<file path="src/rtl/ro_puf_pkg.sv">
// Shared RO PUF definitions: measurement FSM states and default widths/window
// used by the pair counter and the downstream count comparator.
package ro_puf_pkg;

    localparam int DEF_SIZE        = 32;
    localparam int DEF_WINDOW      = 1024;
    localparam int DEF_SYNC_STAGES = 2;

    typedef enum logic [1:0] {
        IDLE  = 2'd0,
        ARM   = 2'd1,
        COUNT = 2'd2,
        DONE  = 2'd3
    } state_t;

endpackage

</file>
<file path="src/rtl/ro_edge_counter.sv">
// One ring-oscillator channel: synchronizer, rising-edge detector and a
// saturating edge counter with a sticky saturation flag.
module ro_edge_counter #(
    parameter int SIZE        = 32,
    parameter int SYNC_STAGES = 2
) (
    input  logic            clk,
    input  logic            rst_n,
    input  logic            ro,
    input  logic            clear,
    input  logic            enable,
    output logic [SIZE-1:0] count_nxt,
    output logic            sat_nxt
);

    logic [SYNC_STAGES-1:0] sync_q, sync_d;
    logic                   sync_dly_q, sync_dly_d;
    logic [SIZE-1:0]        count_q, count_d;
    logic                   sat_q, sat_d;
    logic                   rise;

    always_comb begin
        sync_d     = {sync_q[SYNC_STAGES-2:0], ro};
        sync_dly_d = sync_q[SYNC_STAGES-1];
        rise       = sync_q[SYNC_STAGES-1] & ~sync_dly_q;
        count_d    = count_q;
        sat_d      = sat_q;
        if (clear) begin
            count_d = '0;
            sat_d   = 1'b0;
        end else begin
            if (enable && rise && (count_q != {SIZE{1'b1}})) begin
                count_d = count_q + 1'b1;
            end
            // Sticky: once the counter pins at all-ones it stays flagged until the next clear.
            sat_d = sat_q | (count_d == {SIZE{1'b1}});
        end
    end

    always_ff @(posedge clk or negedge rst_n) begin
        if (!rst_n) begin
            sync_q     <= '0;
            sync_dly_q <= 1'b0;
            count_q    <= '0;
            sat_q      <= 1'b0;
        end else begin
            sync_q     <= sync_d;
            sync_dly_q <= sync_dly_d;
            count_q    <= count_d;
            sat_q      <= sat_d;
        end
    end

    assign count_nxt = count_d;
    assign sat_nxt   = sat_d;

endmodule

</file>
<file path="src/rtl/ro_pair_counter.sv">
// RO PUF measurement stage: counts RO1/RO2 rising edges over a fixed window.
// state | meaning: IDLE wait Start | ARM flush synchronizers | COUNT window | DONE strobe
module ro_pair_counter
    import ro_puf_pkg::*;
#(
    parameter int SIZE        = DEF_SIZE,
    parameter int WINDOW      = DEF_WINDOW,
    parameter int SYNC_STAGES = DEF_SYNC_STAGES
) (
    input  logic            Clk,
    input  logic            Rst_n,
    input  logic            Start,
    input  logic            RO1,
    input  logic            RO2,
    output logic            Busy,
    output logic            Done,
    output logic [SIZE-1:0] Count1,
    output logic [SIZE-1:0] Count2,
    output logic            Overflow
);

    localparam int TW = $clog2(WINDOW + 1);
    localparam int AW = $clog2(SYNC_STAGES + 1);
    localparam logic [TW-1:0] WIN_LOAD = TW'(WINDOW - 1);
    localparam logic [AW-1:0] ARM_LOAD = AW'(SYNC_STAGES);

    state_t          state_q, state_d;
    logic [TW-1:0]   timer_q, timer_d;
    logic [AW-1:0]   arm_q, arm_d;
    logic [SIZE-1:0] count1_q, count1_d, count2_q, count2_d;
    logic            ovf_q, ovf_d;
    logic            clear, enable;
    logic [SIZE-1:0] cnt1_nxt, cnt2_nxt;
    logic            sat1_nxt, sat2_nxt;

    ro_edge_counter #(.SIZE(SIZE), .SYNC_STAGES(SYNC_STAGES)) u_ch1 (
        .clk(Clk), .rst_n(Rst_n), .ro(RO1), .clear(clear), .enable(enable),
        .count_nxt(cnt1_nxt), .sat_nxt(sat1_nxt)
    );

    ro_edge_counter #(.SIZE(SIZE), .SYNC_STAGES(SYNC_STAGES)) u_ch2 (
        .clk(Clk), .rst_n(Rst_n), .ro(RO2), .clear(clear), .enable(enable),
        .count_nxt(cnt2_nxt), .sat_nxt(sat2_nxt)
    );

    always_comb begin
        state_d  = state_q;
        timer_d  = timer_q;
        arm_d    = arm_q;
        count1_d = count1_q;
        count2_d = count2_q;
        ovf_d    = ovf_q;
        clear    = 1'b0;
        enable   = 1'b0;
        case (state_q)
            IDLE: begin
                if (Start) begin
                    clear   = 1'b1;
                    arm_d   = ARM_LOAD;
                    state_d = ARM;
                end
            end
            ARM: begin
                if (arm_q == '0) begin
                    timer_d = WIN_LOAD;
                    state_d = COUNT;
                end else begin
                    arm_d = arm_q - AW'(1);
                end
            end
            COUNT: begin
                enable = 1'b1;
                if (timer_q == '0) begin
                    // Capture next-state counts so an edge in the final window cycle is included.
                    count1_d = cnt1_nxt;
                    count2_d = cnt2_nxt;
                    ovf_d    = sat1_nxt | sat2_nxt;
                    state_d  = DONE;
                end else begin
                    timer_d = timer_q - TW'(1);
                end
            end
            DONE: begin
                state_d = IDLE;
            end
            default: begin
                state_d = IDLE;
            end
        endcase
    end

    always_ff @(posedge Clk or negedge Rst_n) begin
        if (!Rst_n) begin
            state_q  <= IDLE;
            timer_q  <= '0;
            arm_q    <= '0;
            count1_q <= '0;
            count2_q <= '0;
            ovf_q    <= 1'b0;
        end else begin
            state_q  <= state_d;
            timer_q  <= timer_d;
            arm_q    <= arm_d;
            count1_q <= count1_d;
            count2_q <= count2_d;
            ovf_q    <= ovf_d;
        end
    end

    assign Busy     = (state_q != IDLE);
    assign Done     = (state_q == DONE);
    assign Count1   = count1_q;
    assign Count2   = count2_q;
    assign Overflow = ovf_q;

endmodule

</file>
<file path="config.mk">
export PLATFORM = sky130hd
export DESIGN_NAME = ro_pair_counter
export DESIGN_NICKNAME = d
export VERILOG_FILES = /design/src/rtl/ro_puf_pkg.sv /design/src/rtl/ro_edge_counter.sv /design/src/rtl/ro_pair_counter.sv
export SDC_FILE = /design/constraint.sdc
export NUM_CORES = 1
export LEC_CHECK = 0
export CAP_MARGIN = 20
export CELL_PAD_IN_SITES_DETAIL_PLACEMENT = 0
export CELL_PAD_IN_SITES_GLOBAL_PLACEMENT = 1
export CORE_ASPECT_RATIO = 0.6
export CORE_UTILIZATION = 35
export DETAILED_ROUTE_END_ITERATION = 7
export GPL_TIMING_DRIVEN = 0
export PLACE_DENSITY = 0.67
export SLEW_MARGIN = 0
export SYNTH_ARGS = -nofsm -noshare
export SYNTH_HDL_FRONTEND = slang
export SYNTH_SLANG_ARGS = --single-unit
</file>
<file path="constraint.sdc">
create_clock -name Clk -period 3.6 [get_ports Clk]
set_input_delay 0.54 -clock Clk [delete_from_list [all_inputs] [get_ports Clk]]
set_output_delay 0.54 -clock Clk [all_outputs]
set_load 0.02 [all_outputs]
</file>
==> metrics, run 1 <==
number of hold buffers added after CTS=0; height of the die=117 um; cells after synthesis=just over 800; later-pin clock latency in the skew report=roughly 0.44 ns; number of rows in the core area=41; CTS Root Cell=clkbuf_16; port bufs=71; final wirelength=22100 um; number of ports placed on the die boundary=72; number of sinks handled by clock tree synthesis=152; initial standard-cell utilization of the core=36.2%; mean cell area of the mapped netlist=9.31 sq um; transition time at the pin with the least slew margin=0.754 ns; number of nets in the final layout=around 940; Post-DRT Antenna Nets=0; Min Clock Period, post-route=3.27 ns; total power of the final layout=4590 uW; Setup crit start kind=flop; violated checks=DRC; deepest clock path buffer count=2; worst endpoint data arrival time=3.64 ns; most repeated cell in the gate-level netlist after synthesis=nand2_1; post-synth top area cell=dfrtp_1; number of flops mapped to enable cells by yosys=0; Placed Area=8790 sq um; Synth Net Count=840; Setup Total Neg Slack=0 ns; class of the most critical hold timing path=in2async; Worst Clk Skew=0.0118 ns; Area growth syn-to-layout=22.3%; sequential element share of the synthesized area=49.4%; Remaining Overflow, GRT=0; top post-synthesis cells by count=nand2_1 (177), dfrtp_1 (152), nor2_1 (85); max-slew violation total from the final report=0; endpoint kind of the worst setup timing path=flop; top fanout value on the critical path=7; overall track demand over capacity in global routing=20.5%; clock tree from TritonCTS=yes; max-cap violations=0; startpoint of the worst register-to-register path=state_q[0]; Ant. Diodes=0; static power due to leakage=0.00404 uW; clock buffer count from CTS=17; weighted congestion at the end of routability-driven global placement=between 0.9 and 1; distinct cell type count of the synthesized netlist=75; DRC marker count from the first detailed-route iteration=567; worst hold slack after final layout=0.104 ns; Final Cell Area=9420 sq um; cell area after synthesis=about 7700 sq um; Synth async-reset ratio=100%; router iterations before antenna repair=6; most frequently used flop master after synthesis=dfrtp_1; post-detail-place hpwl=16200 um; unrepaired setup endpoints after global routing=false; average wire per standard cell=between 15 and 20 um; CTS clk-pin slew, worst paths=roughly 0.060 ns; die area=22600 sq um; max_slew headroom=49.7%; global-route wire length before repair=34900 um; initial antenna violation count=0; Required @ worst endpoint=3.97 ns; DRC violation count after routing=9; outcome=finished, violations left; pin count of the biggest net entering global routing=83; final period utilization=90.7%; core area=21300 sq um; number of failing hold endpoints at the final stage=0; Chip Width=roughly 190 um; critical path class=reg2reg; maximum vdd drop=0.392 mV; proportion of netlist area held by the largest area contributor=between 40% and 50%; most area-consuming cells after synthesis=dfrtp_1 (49%), nand2_1 (8.6%), nor2_1 (4.1%); cell area power density=approximately 500 nW/um^2; start point of the critical path=state_q[0]; highest achievable clock rate=about 300 MHz; setup violation total in the final timing report=0; vias in the first global route=5938; filler cell count=around 2100; total number of yosys warnings=0; routed vias/inst=5.20; fraction of layout cells with a size suffix above 1=about a tenth; flop and latch count out of synthesis=152; maximum level of the CTS H-tree=4; vias after detailed routing=6314
[cell usage in the layout, fill, tap and decap left out, types with 6 or more instances in the layout]
master / count
nand4_1: 28
and3_1: 16
buf_4: 6
nor2_1: 85
xnor2_1: 25
clkbuf_1: 33
o21ai_0: 28
dfrtp_1: 152
clkbuf_16: 17
or3_1: 10
o31ai_1: 33
nor4_1: 10
nand3_1: 27
xor2_1: 29
nor3_1: 12
nand2_1: 177
clkdlybuf4s50_1: 70
a21oi_1: 22
ha_1: 8
buf_2: 7
inv_1: 16
[critical path: stages (launching register included)]
cell	delay, ns
dfrtp_1	0.41
inv_1	0.09
ha_1	0.26
and3b_1	0.18
buf_2	0.18
nand3_1	0.22
nor3_4	0.35
nand3_1	0.15
xor2_1	0.20
or4_4	0.56
nor4_4	0.38
o32a_1	0.22
[worst paths after layout]
path                                          end  slack (ns)  cells after the start
worst min-delay path                   Count2[20]        0.10                      1
worst min register to register    u_ch1.sync_q[1]        0.37                      0
min in group Clk                  u_ch1.sync_q[1]        0.37                      0
worst max-delay path                     Overflow        0.33                     11
worst max register to register           Overflow        0.33                     11
max in group asynchronous       u_ch2.count_q[28]        2.65                      2
[report_power, final]
| group | leakage, uW | switching, uW | total, uW | internal [uW] |
|---|---|---|---|---|
| Clock | 0.000264 | 746 | 1770 | 1020 |
| Combinational | 0.00193 | 559 | 880 | 321 |
| Sequential | 0.00184 | 113 | 1950 | 1830 |
[sequential cells by signal, summed over array words and instances (netlist names)]
signal            cells
arm_q                 2
u_ch2.sync_dly_q      1
Overflow              1
u_ch1.count_q        32
state_q               2
u_ch1.sync_dly_q      1
u_ch2.sync_q          2
Count2               32
u_ch1.sat_q           1
u_ch2.sat_q           1
Count1               32
u_ch1.sync_q          2
timer_q              11
u_ch2.count_q        32
[routing by layer]
layer,track usage (%),vias up,routed length (um)
met2,24.3,185,7620
met1,34.4,3038,12800
met4,4.59,0,175
li1,-,3081,-
met3,5.50,10,1420
met5,0,-,0
[per-stage QoR]
stage | utilization, % | instances | setup slack [ns]
finish | 44.2 | 1214 | 0.333
global route | 44.2 | 1214 | 0.0343
detailed placement | 41.3 | 1178 | 0.0222
global placement | 41.1 | 1177 | -4.42
CTS | 43.9 | 1209 | 0.113
floorplan | - | 827 | 0.949
[cells by family after synthesis]
kind of cell | synth area share, %
mux | 0.536
flops | 49.4
fa+ha+maj | 1.30
compound gates | 10.0
simple gates | 29.4
buf+inv | 3.04
xor+xnor | 6.26
[timing repair]
action                     in CTS  in global routing
gates resized for setup         1                  3
setup buffers                   0                  5
setup endpoints to repair       1                  3
pin swaps                       0                  2
[layout make-up]
cell class	instances	area [sq um]	area share (%)
flip-flops and latches	152	3800	40.4
multi-input cells	620	3690	39.2
repair buffers	77	777	8.25
clock buffers	21	440	4.68
well taps	279	349	3.71
plain buffers	39	174	1.85
clock inverters	10	123	1.30
inverters	16	60.1	0.638
Power figures use the tool's default switching activity.
==> run 2: changes to the inputs <==
--- a/config.mk
+++ b/config.mk
@@ -5,13 +5,14 @@
 export SDC_FILE = /design/constraint.sdc
 export NUM_CORES = 1
 export LEC_CHECK = 0
-export CAP_MARGIN = 20
+export CAP_MARGIN = 25
 export CELL_PAD_IN_SITES_DETAIL_PLACEMENT = 0
 export CELL_PAD_IN_SITES_GLOBAL_PLACEMENT = 1
 export CORE_ASPECT_RATIO = 0.6
 export CORE_UTILIZATION = 35
 export DETAILED_ROUTE_END_ITERATION = 7
 export GPL_TIMING_DRIVEN = 0
+export MAX_ROUTING_LAYER = met4
 export PLACE_DENSITY = 0.67
 export SLEW_MARGIN = 0
 export SYNTH_ARGS = -nofsm -noshare
==> constraint.sdc (replaced) <==
create_clock -name Clk -period 4.2 [get_ports Clk]
set_input_delay 0.63 -clock Clk [delete_from_list [all_inputs] [get_ports Clk]]
set_output_delay 0.63 -clock Clk [all_outputs]
set_load 0.02 [all_outputs]
==> run 2 against run 1 <==
Against the previous run: the flow still finishes with violations (DRC); total power shrank 14%; flip-flop and latch count unchanged; global-route usage rose by 0.65 points; via count about the same; cell count is 0.41% lower; clock skew is 0.0024 ns lower; critical endpoint unchanged; hold slack improved by 0.091 ns; clock power is 15% lower; worst setup slack gained 0.14 ns; register-to-register slack improved by 0.14 ns.
==> metrics, run 2 (synthesis results as in run 1) <==
DRC violation count after routing=9; cells along the critical path=inv_1, ha_1, nand3b_1, nor3_1, nand2_1, or3_1, clkbuf_1, xor2_1, nor4_1, and4_1, o32a_1; worst endpoint data arrival time=4.09 ns; die area=around 23000 sq um; filler cell count=between 2000 and 2500; core area=between 20000 and 25000 sq um; final period utilization=between 80 and 90%; CTS Root Cell=clkbuf_16; top fanout value on the critical path=7; cell-internal power=2720 uW; switching power summed over all nets=1210 uW; postcts setup bufs=0; count of cells resized by post-cts repair=0; final wirelength=22000 um; deepest clock path buffer count=2; pre-CTS WS=0.622 ns; initial antenna violation count=0; Worst Clk Skew=~0.0094 ns; number of nets in the final layout=931; later-pin clock latency in the skew report=about 0.44 ns; pin count of the biggest net entering global routing=83; max-slew violation total from the final report=0; Cell Count Post-Placement=1178; port bufs=71; worst hold slack after final layout=0.195 ns; post-detail-place hpwl=16200 um; fraction of layout cells with a size suffix above 1=under 10%; endpoint kind of the worst setup timing path=flop; highest achievable clock rate=269 MHz; cell area power density=between 400 and 500 nW/um^2; maximum vdd drop=about 0.33 mV; CTS clk-pin slew, worst paths=around 0.060 ns; number of failing hold endpoints at the final stage=0; Post-DRT Antenna Nets=0; critical path class=reg2reg; overall track demand over capacity in global routing=21.1%; setup violation total in the final timing report=0; delay of the slowest cell on the worst path=about 0.46 ns; top library cells by usage in the layout, fill and taps aside=nand2_1 (177), dfrtp_1 (152), nor2_1 (85); DRC marker count from the first detailed-route iteration=just over 500; class of the most critical hold timing path=in2async; number of hold buffers added after CTS=0; dominant delay contributor by cell family on the critical path=simple AND/OR/NAND/NOR gates; Setup crit start kind=flop; total power of the final layout=3930 uW; switching share of total power=30.8%; maximum level of the CTS H-tree=4; routed vias/inst=5.22; part of the power in registers=between 40% and 50%; number of ports placed on the die boundary=between 70 and 80; Crit-path slowest cell=nor3_1; Placed Area=8790 sq um; max_slew headroom=51.4%; clock power share=38.5%; Chip Width=193 um; violated checks=DRC; leading cell type in the layout, fill and taps excluded=nand2_1; global-route wire length before repair=34900 um; final cell count without fillers=between 1000 and 1500; average wire per standard cell=18.2 um; Final Cell Area=slightly above 9000 sq um; part of the total power dissipated in combinational logic=roughly a fifth; number of rows in the core area=41; Area growth syn-to-layout=21.5%; vias in the first global route=5947; clock buffer count from CTS=17; transition time at the pin with the least slew margin=0.718 ns; number of sinks handled by clock tree synthesis=approximately 150; height of the die=between 100 and 150 um; minimum setup slack in the final design=between 0.4 and 0.5 ns; static power due to leakage=0.00399 uW; initial standard-cell utilization of the core=36.2%; Ant. Diodes=0; max-cap violations=0; Min Clock Period, post-route=3.72 ns; outcome=finished, violations left; Required @ worst endpoint=approximately 4.6 ns; Bufs and invs on worst path=2; Remaining Overflow, GRT=0; unrepaired setup endpoints after global routing=false; clock tree from TritonCTS=yes; router iterations before antenna repair=7; vias after detailed routing=6311; weighted congestion at the end of routability-driven global placement=around 0.92
[run 2: final cells by class]
class | instances | area [sq um] | share of cell area [%]
Sequential cell | 152 | 3800 | 40.7
Multi-Input combinational cell | 620 | 3660 | 39.2
Timing Repair Buffer | 72 | 739 | 7.91
Clock buffer | 21 | 440 | 4.71
Tap cell | 279 | 349 | 3.73
Buffer | 39 | 174 | 1.86
Clock inverter | 10 | 123 | 1.31
Inverter | 16 | 60.1 | 0.642
[run 2: per-layer routing]
metal  vias to the layer above  share of wire (%)  track usage, %
li1                       3079                  -               -
met5                         -                  0               -
met4                         0               0.76            4.59
met1                      3057                 59            34.3
met3                        11                5.8            5.39
met2                       164                 35            24.5
[run 2: power by group through the flow]
stage                     clock network [uW]  registers (uW)  logic (uW)
after floorplan                            0            1730         406
after global placement                     0            1700         743
after detailed placement                   0            1690         751
after CTS                               1540            1670         756
after global routing                    1610            1680         829
final                                   1510            1670         749
[run 2: stage by stage]
stage          setup TNS (ns)  util [%]
2_1_floorplan               0         -
3_3_place_gp          -591.12      41.1
3_5_place_dp                0      41.3
4_1_cts                     0      43.9
5_1_grt                     0      43.9
6_report                    0      43.9
[run 2: final timing paths]
kind / from / end / slack [ns] / depth (start not counted)
max: state_q[0] / Overflow / 0.48 / 11
min: Rst_n / Count2[20] / 0.20 / 1
max reg2reg: state_q[0] / Overflow / 0.48 / 11
min reg2reg: u_ch1.sync_q[0] / u_ch1.sync_q[1] / 0.37 / 0
max in group asynchronous: Rst_n / u_ch1.count_q[24] / 3.16 / 2
min in group Clk: u_ch1.sync_q[0] / u_ch1.sync_q[1] / 0.37 / 0
